File: config.mk
export PLATFORM = sky130hd
export DESIGN_NAME = dmem_arbiter
export DESIGN_NICKNAME = d
export VERILOG_FILES = /design/src/rtl/dmem_arb_pkg.sv /design/src/rtl/arb_age_counter.sv /design/src/rtl/dmem_arbiter.sv
export SDC_FILE = /design/constraint.sdc
export NUM_CORES = 1
export LEC_CHECK = 0
export CAP_MARGIN = 20
export CELL_PAD_IN_SITES_DETAIL_PLACEMENT = 0
export CELL_PAD_IN_SITES_GLOBAL_PLACEMENT = 1
export CORE_MARGIN = 4
export CORE_UTILIZATION = 25
export CTS_BUF_LIST = sky130_fd_sc_hd__clkbuf_4
export DETAILED_ROUTE_END_ITERATION = 10
export GPL_TIMING_DRIVEN = 0
export PLACE_DENSITY_LB_ADDON = 0.1
export SLEW_MARGIN = 10
export SYNTH_ARGS = -nofsm -noshare
export SYNTH_HDL_FRONTEND = slang
export SYNTH_HIERARCHICAL = 1
export SYNTH_SLANG_ARGS = --single-unit
File: constraint.sdc
create_clock -name clk -period 12.65 [get_ports clk]
set_input_delay 2.53 -clock clk [delete_from_list [all_inputs] [get_ports clk]]
set_output_delay 2.53 -clock clk [all_outputs]
set_load 0.02 [all_outputs]
File: src/rtl/dmem_arb_pkg.sv
// Shared types and constants for the data-memory arbiter.
package dmem_arb_pkg;

    typedef enum logic [1:0] {
        GNT_NONE = 2'd0,
        GNT_P0   = 2'd1,
        GNT_P1   = 2'd2
    } grant_t;

    localparam logic ADTP_WORD = 1'b0;
    localparam logic ADTP_BYTE = 1'b1;

    localparam logic [31:0] DEFAULT_MEM_TOP = 32'h0001FFFF;

endpackage

File: src/rtl/arb_age_counter.sv
// Saturating wait counter: counts consecutive denied cycles of the low-priority
// port and flags when it has waited LIMIT cycles.
module arb_age_counter #(
    parameter int LIMIT = 4
) (
    input  logic clk,
    input  logic rst,
    input  logic inc,
    input  logic clr,
    output logic expired
);

    localparam int W = $clog2(LIMIT + 1);

    logic [W-1:0] cnt;

    // Clear dominates increment; the count sticks at LIMIT until cleared.
    always_ff @(posedge clk) begin
        if (rst) begin
            cnt <= '0;
        end else if (clr) begin
            cnt <= '0;
        end else if (inc && (cnt != W'(LIMIT))) begin
            cnt <= cnt + 1'b1;
        end
    end

    assign expired = (cnt == W'(LIMIT));

endmodule

File: src/rtl/dmem_arbiter.sv
// Two-port data-memory arbiter: port 0 has fixed priority, port 1 is forced
// through after waiting STARVE_LIMIT cycles. One registered response per accept.
module dmem_arbiter
    import dmem_arb_pkg::*;
#(
    parameter int ADDRESS_WIDTH = 32,
    parameter int DATA_WIDTH    = 32,
    parameter int STARVE_LIMIT  = 4,
    parameter logic [ADDRESS_WIDTH-1:0] MEM_TOP = ADDRESS_WIDTH'(DEFAULT_MEM_TOP)
) (
    input  logic                     clk,
    input  logic                     rst,

    input  logic                     p0_valid,
    output logic                     p0_ready,
    input  logic [ADDRESS_WIDTH-1:0] p0_addr,
    input  logic [DATA_WIDTH-1:0]    p0_wdata,
    input  logic                     p0_we,
    input  logic                     p0_byte,
    output logic                     p0_rvalid,
    output logic [DATA_WIDTH-1:0]    p0_rdata,
    output logic                     p0_err,

    input  logic                     p1_valid,
    output logic                     p1_ready,
    input  logic [ADDRESS_WIDTH-1:0] p1_addr,
    input  logic [DATA_WIDTH-1:0]    p1_wdata,
    input  logic                     p1_we,
    input  logic                     p1_byte,
    output logic                     p1_rvalid,
    output logic [DATA_WIDTH-1:0]    p1_rdata,
    output logic                     p1_err,

    output logic [ADDRESS_WIDTH-1:0] mem_a,
    output logic [DATA_WIDTH-1:0]    mem_wd,
    output logic                     mem_we,
    output logic                     mem_adtp,
    input  logic [DATA_WIDTH-1:0]    mem_rd
);

    grant_t                   grant;
    logic                     p1_expired;
    logic                     age_inc;
    logic                     age_clr;

    logic [ADDRESS_WIDTH-1:0] sel_addr;
    logic [DATA_WIDTH-1:0]    sel_wdata;
    logic                     sel_we;
    logic                     sel_byte;
    logic                     sel_in_range;
    logic [DATA_WIDTH-1:0]    rsp_rdata;

    logic                     p0_rvalid_q;
    logic                     p0_err_q;
    logic [DATA_WIDTH-1:0]    p0_rdata_q;
    logic                     p1_rvalid_q;
    logic                     p1_err_q;
    logic [DATA_WIDTH-1:0]    p1_rdata_q;

    arb_age_counter #(
        .LIMIT (STARVE_LIMIT)
    ) u_age (
        .clk     (clk),
        .rst     (rst),
        .inc     (age_inc),
        .clr     (age_clr),
        .expired (p1_expired)
    );

    // Pick the winner: starving port 1 first, then port 0, then port 1.
    always_comb begin
        grant = GNT_NONE;
        if (!rst) begin
            if (p1_expired && p1_valid) begin
                grant = GNT_P1;
            end else if (p0_valid) begin
                grant = GNT_P0;
            end else if (p1_valid) begin
                grant = GNT_P1;
            end
        end
    end

    assign p0_ready = (grant == GNT_P0);
    assign p1_ready = (grant == GNT_P1);

    assign age_inc = p1_valid && !p1_ready;
    assign age_clr = !p1_valid || p1_ready;

    // Route the granted request onto the shared memory; idle bus is all zeros.
    always_comb begin
        sel_addr  = '0;
        sel_wdata = '0;
        sel_we    = 1'b0;
        sel_byte  = ADTP_WORD;
        case (grant)
            GNT_P0: begin
                sel_addr  = p0_addr;
                sel_wdata = p0_wdata;
                sel_we    = p0_we;
                sel_byte  = p0_byte;
            end
            GNT_P1: begin
                sel_addr  = p1_addr;
                sel_wdata = p1_wdata;
                sel_we    = p1_we;
                sel_byte  = p1_byte;
            end
            default: begin
                sel_addr  = '0;
            end
        endcase
    end

    // A word touches addr..addr+3, so its last legal start is three below the top.
    assign sel_in_range = sel_byte ? (sel_addr <= MEM_TOP)
                                   : (sel_addr <= (MEM_TOP - ADDRESS_WIDTH'(3)));

    assign mem_a    = sel_addr;
    assign mem_wd   = sel_wdata;
    assign mem_adtp = sel_byte ? ADTP_BYTE : ADTP_WORD;
    assign mem_we   = sel_we && sel_in_range;

    assign rsp_rdata = (!sel_we && sel_in_range) ? mem_rd : '0;

    // Capture the response of this cycle's access for presentation next cycle.
    always_ff @(posedge clk) begin
        if (rst) begin
            p0_rvalid_q <= 1'b0;
            p0_err_q    <= 1'b0;
            p0_rdata_q  <= '0;
            p1_rvalid_q <= 1'b0;
            p1_err_q    <= 1'b0;
            p1_rdata_q  <= '0;
        end else begin
            p0_rvalid_q <= (grant == GNT_P0);
            p0_err_q    <= (grant == GNT_P0) && !sel_in_range;
            p0_rdata_q  <= (grant == GNT_P0) ? rsp_rdata : '0;
            p1_rvalid_q <= (grant == GNT_P1);
            p1_err_q    <= (grant == GNT_P1) && !sel_in_range;
            p1_rdata_q  <= (grant == GNT_P1) ? rsp_rdata : '0;
        end
    end

    // A response due in a reset cycle is dropped rather than presented.
    assign p0_rvalid = p0_rvalid_q && !rst;
    assign p0_err    = p0_err_q && !rst;
    assign p0_rdata  = rst ? '0 : p0_rdata_q;
    assign p1_rvalid = p1_rvalid_q && !rst;
    assign p1_err    = p1_err_q && !rst;
    assign p1_rdata  = rst ? '0 : p1_rdata_q;

endmodule

== Word level (Yosys, flattened, before mapping) ==
Index checks and enable logic that the tools add are counted.

* Output and inout bits: 136
* Bits of input ports: 168
* Register bits after elaboration: 71

* Equality and inequality tests: 4
* $add $sub $neg: 1
* Bitwise operators: 2
* Reductions and logical operators: 20
* Multiplexer cells: 13
* $lt $le $gt $ge: 2

{| class="wikitable"
|+ Operator list
! operator !! number
|-
| case mux 32 bit (2 select lines) || 2
|-
| two-way mux 32 bit || 3
|-
| <= comparator 32 x 17 -> 1 bit (second input constant) || 2
|-
| logical AND 1 bit || 11
|-
| two-way mux 2 bit || 4
|-
| OR reduction 2 bit || 3
|-
| zero test 1 bit || 5
|-
| case mux 1 bit (2 select lines) || 2
|-
| adder 3 x 1 -> 3 bit (second input constant) || 1
|-
| == test 3 bit (second input constant) || 1
|-
| != test 3 bit (second input constant) || 1
|-
| == test 2 x 1 -> 1 bit (second input constant) || 1
|-
| == test 2 bit (second input constant) || 1
|-
| two-way mux 1 bit || 2
|-
| NOT 1 bit || 2
|-
| logical OR 1 bit || 1
|}

== Logic depth before layout (Yosys ltp) ==
* Depth in word-level cells: 10
* Mapped depth: 16
* Gate-level depth less buffers: 12

== Cells and area by module ==
Netlist, hierarchy kept.

{| class="wikitable"
|+ Modules (own cells, without submodules)
! module !! instances !! cells an instance !! area each (µm²)
|-
| dmem_arbiter || 1 || 515 || 3960.0
|-
| arb_age_counter || 1 || 18 || 187.7
|}

== Least setup slack after synthesis ==
No wires, ideal clock.

* Kind: in2out
* Start point: input rst
* End point: output mem_we
* Buffers on the path: 6
* Path slack: 4359 ps
* Data required time: 10120 ps
* Cell stages on the path: 13
* Arrival time: 5761 ps
* Cell sequence: clkbuf_1 > clkbuf_1 > and3b_1 > ha_1 > buf_2 > a22oi_1 > nor2_1 > or4_1 > or4_1 > clkbuf_1 > buf_6 > buf_6 > nor3_2

* Cells in the longest elaborated chain, start to end: 6
* Elaborated cells between the ends (all ways): 10

{| class="wikitable"
|+ Ends and longest elaborated chain
! element !! RTL line !! text
|-
| start, declared || dmem_arbiter.sv:12 || <nowiki>input logic rst,</nowiki>
|-
| two-way mux 2 bit * || dmem_arbiter.sv:73 || <nowiki>if (!rst) begin</nowiki>
|-
| == test 2 x 1 -> 1 bit * || -- ||
|-
| via p0_ready || dmem_arbiter.sv:15 || <nowiki>output logic p0_ready,</nowiki>
|-
| case mux 32 bit (2 select lines) * || dmem_arbiter.sv:96 || <nowiki>case (grant)</nowiki>
|-
| via mem_a[25] || dmem_arbiter.sv:34 || <nowiki>output logic [ADDRESS_WIDTH-1:0] mem_a,</nowiki>
|-
| <= comparator 32 x 17 -> 1 bit (on tied branches) || dmem_arbiter.sv:117, dmem_arbiter.sv:116 ||
|-
| two-way mux 1 bit * || dmem_arbiter.sv:116 || <nowiki>assign sel_in_range = sel_byte ? (sel_addr <= MEM_TOP)</nowiki>
|-
| logical AND 1 bit * || dmem_arbiter.sv:122 || <nowiki>assign mem_we = sel_we && sel_in_range;</nowiki>
|-
| end, declared || dmem_arbiter.sv:36 || <nowiki>output logic mem_we,</nowiki>
|}

The timed path passes the listed nets; every way through them passes the cells marked *.

== Final worst setup path ==
* Start point: input rst
* End point: output mem_we

* Cells in the longest elaborated chain, start to end: 6
* Elaborated cells between the ends (all ways): 10

{| class="wikitable"
|+ Ends and longest elaborated chain
! element !! RTL line
|-
| two-way mux 2 bit * || dmem_arbiter.sv:73
|-
| == test 2 bit or == test 2 x 1 -> 1 bit (tied branches) || dmem_arbiter.sv:96
|-
| case mux 32 bit (2 select lines) || dmem_arbiter.sv:96
|-
| <= comparator 32 x 17 -> 1 bit (on tied branches) || dmem_arbiter.sv:117, dmem_arbiter.sv:116
|-
| two-way mux 1 bit || dmem_arbiter.sv:116
|-
| logical AND 1 bit * || dmem_arbiter.sv:122
|}

Mark *: on every way between the ends. The rest lies on a longest branch, timed or not.

==> impl_metrics.py <==
metrics = {
    "cts": {
        "cts_htree_levels": 3,
        "numCtsBuffers": 9,
        "cts_root_buffer": "clkbuf_4",
        "hold_buffers": 0,
        "clk_pin_slew_ps": 120,
        "cts_resized": 0,
        "numClockSinks": 71,
        "cts_tree": "yes",
        "clock_latency_ps": 420,
        "clockBufferDepth": 2,
        "postCtsSetupRepairBufs": 0,
    },
    "placed_design": {
        "gp_congestion": 0.8597,
        "io_buffers": 303,
        "dpl_cell_area_sq_um": 7456,
        "hpwl_mm": 16.79,
    },
    "setup_path": {
        "worstSetupPathType": "input port to output pin",
        "critPathRequiredTime_ps": 10120,
        "crit_arrival_ps": 7570,
        "end_kind": "output pin",
        "cp_max_fo": 10,
        "worstSetupStartpointType": "input port",
    },
    "yosys": {
        "synth-seq-area-share_pct": 34.27,
        "syn_avg_cell_area_sq_um": 7.782,
        "synth-edff-count": 0,
        "synth_warnings": 6,
        "synth_async_sr_flop_share_pct": 0,
        "netlist_instances": 533,
        "ys.flop_type": "dfxtp_1",
        "synth_cell_types": 32,
        "ys_seq_elements": 71,
        "synth_nets": 705,
        "synth_area_sq_um": 4148,
    },
    "sta": {
        "hold_viol_final": 0,
        "clock_skew_ps": 13.27,
        "final_max_slew_viol_count": 0,
        "setup_viol": 0,
        "worst_pin_slew_ps": 914.2,
        "layout_min_cycle_time_ps": 10100,
        "rsz0062_at_grt": "no",
        "fin_tns_setup_ps": 0,
        "max_freq_ghz": 0.09904,
        "finalCritPeriodShare_pct": 79.82,
        "relSlewSlack_pct": 38.49,
    },
    "routing": {
        "drc": 0,
        "ant_nets": 0,
        "firstDrtPassIters": 8,
        "via_per_inst": 4.848,
        "route.vias.total": 5183,
        "wire_per_inst_um": 19.28,
        "drt_iter0_drc": 287,
        "routed_wl_mm": 20.62,
    },
    "floorplanning": {
        "fp.dieW_um": 136.8,
        "start_util_pct": 25.83,
        "coreArea_sq_um": 16060,
        "die_h_um": 136.8,
        "rows": 46,
        "ioPinCount": 304,
        "die_area_sq_um": 18720,
    },
    "cells_and_area": {
        "fillers": 1619,
        "drive_above_1_share_pct": 7.394,
        "syn_to_final_growth_pct": 82.96,
        "layout.nets": 1020,
        "final_area_sq_um": 7589,
    },
    "outcome": {
        "status": "complete, no violations",
    },
    "flow_run": {
        "max-cap-violations": 0,
    },
    "pwr": {
        "cellPowerDensity_nw_per_um2": 71.75,
        "vdd_drop_max_mv": 0.04992,
        "p_leak_nw": 2.612,
        "finalPower_uw": 544.5,
    },
    "global_routing": {
        "grt_antenna_before_repair": 2,
        "grt_max_degree": 13,
        "grt_first_pass_wirelength_mm": 30.86,
        "grt_pass1_vias": 5364,
        "grt_usage_pct": 21.60,
        "grt-ovfl-total": 0,
    },
    "worst_hold_path": {
        "hold_class": "register to register",
    },
}
layout make-up:
class                   count  area (sq um)  share of cell area, %
diodes                      1         2.502                0.03298
plain buffers              61         279.0                  3.677
clock buffers               9         67.56                 0.8904
clock inverters             6         62.56                 0.8244
inverters                   5         18.77                 0.2473
multi-input cells         396          2429                  32.00
flip-flops and latches     71          1421                  18.73
well taps                 216         270.3                  3.561
repair buffers            304          3038                  40.03
metrics by stage:
stage               hold slack (ps)  instances  setup slack [ps]  util [%]
global placement              553.3       1052              2527     46.40
detailed placement            585.7       1053              2481     46.43
CTS                           596.9       1068              2470     47.24
global route                  632.9       1068              2213     47.24
finish                        591.7       1069              2553     47.26
floorplan                     540.8        533              4359         -
placed cells by master (no fill, tap or decap), types with 2 or more instances in the layout:
master | Yosys | final
or4_1 | 3 | 3
o21a_1 | 2 | 2
clkbuf_4 | 0 | 9
nand2_1 | 5 | 5
nor2_1 | 66 | 66
a21oi_1 | 4 | 4
buf_2 | 10 | 11
nand3_1 | 77 | 77
a22oi_1 | 72 | 72
inv_1 | 5 | 5
buf_6 | 5 | 5
nor3_2 | 30 | 30
clkinvlp_4 | 0 | 2
nand2b_1 | 2 | 2
nor3b_1 | 4 | 4
dfxtp_1 | 71 | 71
buf_1 | 8 | 8
ha_1 | 4 | 4
mux2_1 | 2 | 2
nor2b_1 | 71 | 71
nor3_1 | 37 | 37
clkdlybuf4s50_1 | 0 | 303
clkbuf_1 | 38 | 38
o211ai_1 | 6 | 6
logic make-up (layout without fill, tap and decap cells):
logic type | after synthesis | in the layout | synth area share [%]
mux | 2 | 2 | 0.5429
flops | 71 | 71 | 34.27
buf+inv | 66 | 385 | 7.180
simple gates | 303 | 303 | 41.24
other cells | 0 | 1 | 0
fa+ha+maj | 4 | 4 | 1.207
compound gates | 87 | 87 | 15.57
synthesized netlist by cell type, types with 5 or more instances:
cell type / count / area share (%)
nand3_1: 77 / 9.3
o211ai_1: 6 / 1.1
inv_1: 5 / 0.45
buf_1: 8 / 0.72
nor3_2: 30 / 7.2
nor3_1: 37 / 4.5
nor2_1: 66 / 6.0
nand2_1: 5 / 0.45
dfxtp_1: 71 / 34
nor2b_1: 71 / 11
clkbuf_1: 38 / 3.4
a22oi_1: 72 / 13
buf_2: 10 / 1.2
buf_6: 5 / 1.4
power breakdown:
group / switching [mW] / internal (mW) / leakage [nW]
Combinational: 0.0892 / 0.0864 / 1.97
Clock: 0.0816 / 0.0584 / 0.0654
Sequential: 0.000992 / 0.228 / 0.574
flip-flops by register name, summed over array words and instances, names as in the netlist:
name,cells
p0_rvalid_q,1
p1_err_q,1
p0_err_q,1
u_age/cnt,3
p1_rdata_q,32
p0_rdata_q,32
p1_rvalid_q,1
worst max-delay path: stages:
cell and delay, ps:
clkdlybuf4s50_1 600, clkbuf_1 440, clkbuf_1 420, and3b_1 250, ha_1 220, buf_2 210, a22oi_1 370, a41oi_1 180
or4_1 480, or4_1 560, clkbuf_1 160, buf_6 160, buf_6 160, nor3_2 170, clkdlybuf4s50_1 630
final timing paths:
kind                                  endpoint          from  cells after the start  slack (ps)
worst max-delay path                    mem_we           rst                     15        2550
worst min-delay path              u_age/cnt[2]  u_age/cnt[2]                      2         590
worst max register to register  p0_rdata_q[22]  u_age/cnt[0]                     15        8660
worst min register to register    u_age/cnt[2]  u_age/cnt[2]                      2         590
metal layers:
layer	global-route usage (%)	vias up	part of all wire, %
met5	0	-	0.063
met4	4.712	2	1.7
met3	6.581	25	7.3
met2	36.39	202	47
met1	27.26	2437	44
li1	-	2517	-
Power figures use the tool's default switching activity.
